--- config.mk ---
export PLATFORM = sky130hd
export DESIGN_NAME = uart_cmd_rx
export DESIGN_NICKNAME = d
export VERILOG_FILES = /design/src/rtl/uart_cmd_rx.sv
export SDC_FILE = /design/constraint.sdc
export NUM_CORES = 1
export LEC_CHECK = 0
export ABC_AREA = 1
export BUFFER_PORTS_ARGS = -buffer_cell sky130_fd_sc_hd__buf_2
export CAP_MARGIN = 10
export CELL_PAD_IN_SITES_DETAIL_PLACEMENT = 0
export CELL_PAD_IN_SITES_GLOBAL_PLACEMENT = 1
export CORE_UTILIZATION = 49
export DETAILED_ROUTE_END_ITERATION = 10
export PLACE_DENSITY_LB_ADDON = 0.1
export RECOVER_POWER = 50
export SETUP_SLACK_MARGIN = 0.5
export SLEW_MARGIN = 40
export SYNTH_ARGS = -nofsm -noshare
export SYNTH_HDL_FRONTEND = slang
export SYNTH_SLANG_ARGS = --single-unit
export TNS_END_PERCENT = 100
--- constraint.sdc ---
create_clock -name clk -period 3.25 [get_ports clk]
set_clock_uncertainty 0.05 [all_clocks]
set_input_delay 0.1625 -clock clk [delete_from_list [all_inputs] [get_ports clk]]
set_output_delay 0.1625 -clock clk [all_outputs]
set_load 0.02 [all_outputs]
--- src/rtl/uart_cmd_rx.sv ---
// uart_cmd_rx: 8N1 UART receiver with a ready/acknowledge handshake,
// sticky framing and overrun flags, and an optional command decoder that
// pulses go on 8'h67 ('g') and stop on 8'h73 ('s').
// Build option: define CMD_DECODE_EN to include the command decoder;
// without it go and stop are constant 0 and no compare logic exists.
module uart_cmd_rx #(
  parameter int BAUD_DIV = 2604
) (
  input  logic       clk,
  input  logic       rst,
  input  logic       RX,
  input  logic       clr_rdy,
  output logic [7:0] rx_data,
  output logic       rdy,
  output logic       frm_err,
  output logic       ovr_err,
  output logic       go,
  output logic       stop
);

  // Smallest width that still holds BAUD_DIV itself (floor(log2)+1).
  localparam int CNT_W = $clog2(BAUD_DIV + 1);
  localparam logic [CNT_W-1:0] CNT_FULL = CNT_W'(BAUD_DIV);
  localparam logic [CNT_W-1:0] CNT_HALF = CNT_W'(BAUD_DIV / 2);
  localparam logic [CNT_W-1:0] CNT_ONE  = CNT_W'(1);

  typedef enum logic [1:0] {IDLE, START, DATA, STOP} state_t;

  state_t           r_state;
  state_t           w_state_next;
  logic             r_rx_meta;
  logic             r_rx_sync;
  logic [CNT_W-1:0] r_cnt;
  logic [2:0]       r_bit_idx;
  logic [7:0]       r_shift;
  logic [7:0]       r_rx_data;
  logic             r_rdy;
  logic             r_frm_err;
  logic             r_ovr_err;

  logic w_rx;
  logic w_expire;
  logic w_load_half;
  logic w_load_full;
  logic w_sample;
  logic w_start_ok;
  logic w_done;
  logic w_frame_bad;

  assign w_rx = r_rx_sync;
  // A count "expires" on the decrement that takes it to zero, so a load of
  // N yields an expiry exactly N clocks later.
  assign w_expire = (r_cnt == CNT_ONE);

  // Two-flop synchronizer; idles high so reset never looks like a start bit.
  always_ff @(posedge clk or posedge rst) begin
    if (rst) begin
      r_rx_meta <= 1'b1;
      r_rx_sync <= 1'b1;
    end else begin
      r_rx_meta <= RX;
      r_rx_sync <= r_rx_meta;
    end
  end

  // FSM state register.
  always_ff @(posedge clk or posedge rst) begin
    if (rst) begin
      r_state <= IDLE;
    end else begin
      r_state <= w_state_next;
    end
  end

  // FSM next-state logic.
  always_comb begin
    w_state_next = r_state;
    case (r_state)
      IDLE:    if (!w_rx) w_state_next = START;
      START:   if (w_expire) w_state_next = w_rx ? IDLE : DATA;
      DATA:    if (w_expire && (r_bit_idx == 3'd7)) w_state_next = STOP;
      // After a bad stop bit the counter sits at 0; hold here until the
      // line returns high so a stuck-low line is not taken as a new start.
      STOP:    if ((w_expire || (r_cnt == '0)) && w_rx) w_state_next = IDLE;
      default: w_state_next = IDLE;
    endcase
  end

  // FSM output decode: counter loads and datapath strobes.
  always_comb begin
    w_load_half = 1'b0;
    w_load_full = 1'b0;
    w_sample    = 1'b0;
    w_start_ok  = 1'b0;
    w_done      = 1'b0;
    w_frame_bad = 1'b0;
    case (r_state)
      IDLE: w_load_half = !w_rx;
      START: begin
        if (w_expire && !w_rx) begin
          w_load_full = 1'b1;
          w_start_ok  = 1'b1;
        end
      end
      DATA: begin
        if (w_expire) begin
          w_sample    = 1'b1;
          w_load_full = 1'b1;
        end
      end
      STOP: begin
        if (w_expire) begin
          w_done      = w_rx;
          w_frame_bad = !w_rx;
        end
      end
      default: ;
    endcase
  end

  // Baud counter: half a bit to reach the start-bit centre, then whole bits.
  always_ff @(posedge clk or posedge rst) begin
    if (rst) begin
      r_cnt <= '0;
    end else if (w_load_half) begin
      r_cnt <= CNT_HALF;
    end else if (w_load_full) begin
      r_cnt <= CNT_FULL;
    end else if (r_cnt != '0) begin
      r_cnt <= r_cnt - CNT_ONE;
    end
  end

  // Data bit index, only meaningful while in DATA.
  always_ff @(posedge clk or posedge rst) begin
    if (rst) begin
      r_bit_idx <= 3'd0;
    end else if (r_state != DATA) begin
      r_bit_idx <= 3'd0;
    end else if (w_sample) begin
      r_bit_idx <= r_bit_idx + 3'd1;
    end
  end

  // LSB-first shift register: each new bit enters at the top.
  always_ff @(posedge clk or posedge rst) begin
    if (rst) begin
      r_shift <= 8'h00;
    end else if (w_sample) begin
      r_shift <= {w_rx, r_shift[7:1]};
    end
  end

  // Handshake and sticky error flags. Completion beats a same-cycle
  // acknowledge; an acknowledge landing on completion counts as overrun.
  // rdy is dropped on a confirmed start bit, so a line glitch leaves it alone.
  always_ff @(posedge clk or posedge rst) begin
    if (rst) begin
      r_rx_data <= 8'h00;
      r_rdy     <= 1'b0;
      r_ovr_err <= 1'b0;
      r_frm_err <= 1'b0;
    end else begin
      if (w_done) begin
        r_rx_data <= r_shift;
        r_rdy     <= 1'b1;
        if (r_rdy || clr_rdy) r_ovr_err <= 1'b1;
      end else begin
        if (clr_rdy || w_start_ok) r_rdy <= 1'b0;
        if (clr_rdy) r_ovr_err <= 1'b0;
      end
      if (w_frame_bad) begin
        r_frm_err <= 1'b1;
      end else if (clr_rdy && !w_done) begin
        r_frm_err <= 1'b0;
      end
    end
  end

  assign rx_data = r_rx_data;
  assign rdy     = r_rdy;
  assign frm_err = r_frm_err;
  assign ovr_err = r_ovr_err;

`ifdef CMD_DECODE_EN
  logic r_go;
  logic r_stop;

  // Command pulses share the completion edge with rdy, so they are exclusive.
  always_ff @(posedge clk or posedge rst) begin
    if (rst) begin
      r_go   <= 1'b0;
      r_stop <= 1'b0;
    end else begin
      r_go   <= w_done && (r_shift == 8'h67);
      r_stop <= w_done && (r_shift == 8'h73);
    end
  end

  assign go   = r_go;
  assign stop = r_stop;
`else
  assign go   = 1'b0;
  assign stop = 1'b0;
`endif

endmodule

==> results.cfg <==
[run_status]
status = completed

[drt]
drc = 0
via_per_inst = 4.81
antenna_left = 0
dr_total_vias = 1458
drtIter0Drc = 55
drtPass1Iterations = 4
wl_per_cell_um = 12.4
routed_wl_mm = 3.77

[cts]
cts_resized = 0
numCtsBuffers = 5
cts_max_path_buffers = 2
cts_root_buffer = clkbuf_8
htreeDepth = 2
clk_pin_slew_ps = 80
clock-sinks = 38
clk-insertion-delay-late_ps = 290
cts_tree = yes

[floorplan]
io_pins = 17
die-area_sq_um = 4470
initial_core_util = 0.512
fp-row-count = 23
fp.dieW_um = 66.9
fp.dieH_um = 66.9
core_sq_um = 4030

[timing]
maxSlewViolCount = 0
max_freq_mhz = 557
hold_ws_ps = 116
finalCriticalPeriod_ps = 1800
rsz0062_at_grt = no
fin_crit_sh = 0.553
fin_tns_setup_ps = 0
setup_viol = 0
final_hold_viol_count = 0

[critical_path]
cp-end-kind = flop
required_ps = 3390
cp_max_fo = 7
crit_arrival_ps = 1930
critical_path_class = flop to flop
ff2ff_setup_slack_ps = 1450
cp-start-kind = flop

[layout]
area_growth_pct = 10.5
antenna_cells = 0
final_layout_size_suffix_gt1_frac = 0.182
post-route-util = 0.566
finish.instance_area_sq_um = 2280
fin_nets = 266

[yosys]
synth_cell_type_count = 30
synth_most_common_cell = nand2_1
synth_edf_count = 0
synth_top_area_cell = dfrtp_1
yosys_warnings = 0
synth_async_sr_flop_share = 1.00
ys_top_cells_by_count = nand2_1, dfrtp_1, inv_1
synth_top_area_frac = 0.437
ys_ff_latch = 38
yosys-top-cells-area = dfrtp_1, nand2_1, ha_1
avgSynthCellArea_sq_um = 8.89
synth_ff_type = dfrtp_1
syn_inst = 232
synthesis.area_sq_um = 2060
yosysSeqAreaShare = 0.462

[min_path]
hold_path.class = input port to flop

[grt]
grt_pass1_vias = 1369
grt_pass1_wl_mm = 6.47
grt_overflow = 0
antenna_found_initial = 0
grt_usage = 0.201
grt_max_degree = 39

[placement]
io_buffers = 14
dp_hpwl_mm = 2.84
gp_congestion = 0.885
postPlaceCellArea_sq_um = 2170

[power]
power_uw = 835
peakVddDrop_uv = 227
power.density_nw_per_um2 = 366
p_leak_uw = 0.00119

[job]
maxCapViolations = 0
## worst paths after layout
check	from	endpoint	cells after the start
setup / recovery	r_state[0]	flop	10
min in group asynchronous	rst	rx_data[0]	4
hold reg to reg	r_rx_meta	r_rx_sync	0
hold / removal	clr_rdy	rdy	4
setup reg to reg	r_state[0]	flop	10
max in group asynchronous	rst	r_rx_meta	4
## registers in the layout (all words and copies together), names as in the netlist, named ones only
register and cells:
r_state 1, frm_err 1, rx_data 8, r_rx_meta 1
r_shift 8, r_cnt 12, rdy 1, ovr_err 1
r_bit_idx 3, r_rx_sync 1
## through the flow
stage	std cells	setup slack, ps
after CTS	303	1440
after floorplan	233	1610
final	303	1450
after global routing	303	1280
after global placement	293	1500
after detailed placement	293	1450
## per-layer routing
metal  wire length [um]  GRT usage
met3                121     0.0582
met1               1780      0.255
met4                 59     0.0824
met2               1810      0.316
met5                  0          0
## critical path, cell delays in order, from the launching register on
cell     delay, ps
dfrtp_1        450
inv_1          110
ha_1           320
inv_1          200
nor2_1          60
nor2_1         100
nand2_1         90
nor2_4         110
nand3_1         80
nand2_1         70
nand2_1         50
## repair_timing
item                                   4_1_cts  5_1_grt
endpoints found under the hold margin       37        0
setup buffers                                0        0
hold buffers                                 2        0
## cells by family (layout without fill, tap and decap cells)
| logic type | count (synthesis) | after routing | synth area share |
|---|---|---|---|
| fa+ha+maj | 10 | 10 | 0.0606 |
| flops | 38 | 38 | 0.462 |
| other cells | 1 | 2 | 0.00182 |
| xor+xnor | 7 | 7 | 0.0297 |
| mux | 1 | 1 | 0.00546 |
| buf+inv | 37 | 57 | 0.0770 |
| compound gates | 32 | 32 | 0.0916 |
| simple gates | 106 | 106 | 0.272 |
## where the power goes
group | internal [uW] | total [uW] | switching (uW)
Combinational | 4.40 | 18.3 | 13.9
Sequential | 475 | 476 | 1.36
Clock | 170 | 341 | 170
## area by class of cell
cell class                 count  area [sq um]
clock inverter                 2          12.5
tap                           50          62.6
clock buffer                   6          82.6
inverter                      32           120
sequential                    38           953
multi-input combinational    158           955
fill                         378          1750
timing repair buffer          17          93.8
## layout by cell type, fill, tap and decap left out, types with 3 or more instances in the layout
cell / Yosys / layout
o21ai_1: 16 / 16
a21oi_1: 7 / 7
o21ai_0: 6 / 6
buf_2: 1 / 11
clkbuf_1: 0 / 3
clkbuf_8: 0 / 6
inv_1: 30 / 30
nand3_1: 12 / 12
nor2_4: 5 / 5
dfrtp_1: 36 / 36
xor2_1: 7 / 7
nand2_1: 45 / 45
nand2_2: 6 / 6
nand4_1: 5 / 5
nor2_1: 22 / 22
ha_1: 10 / 10
Note: power is estimated with default switching activity, not from simulation.
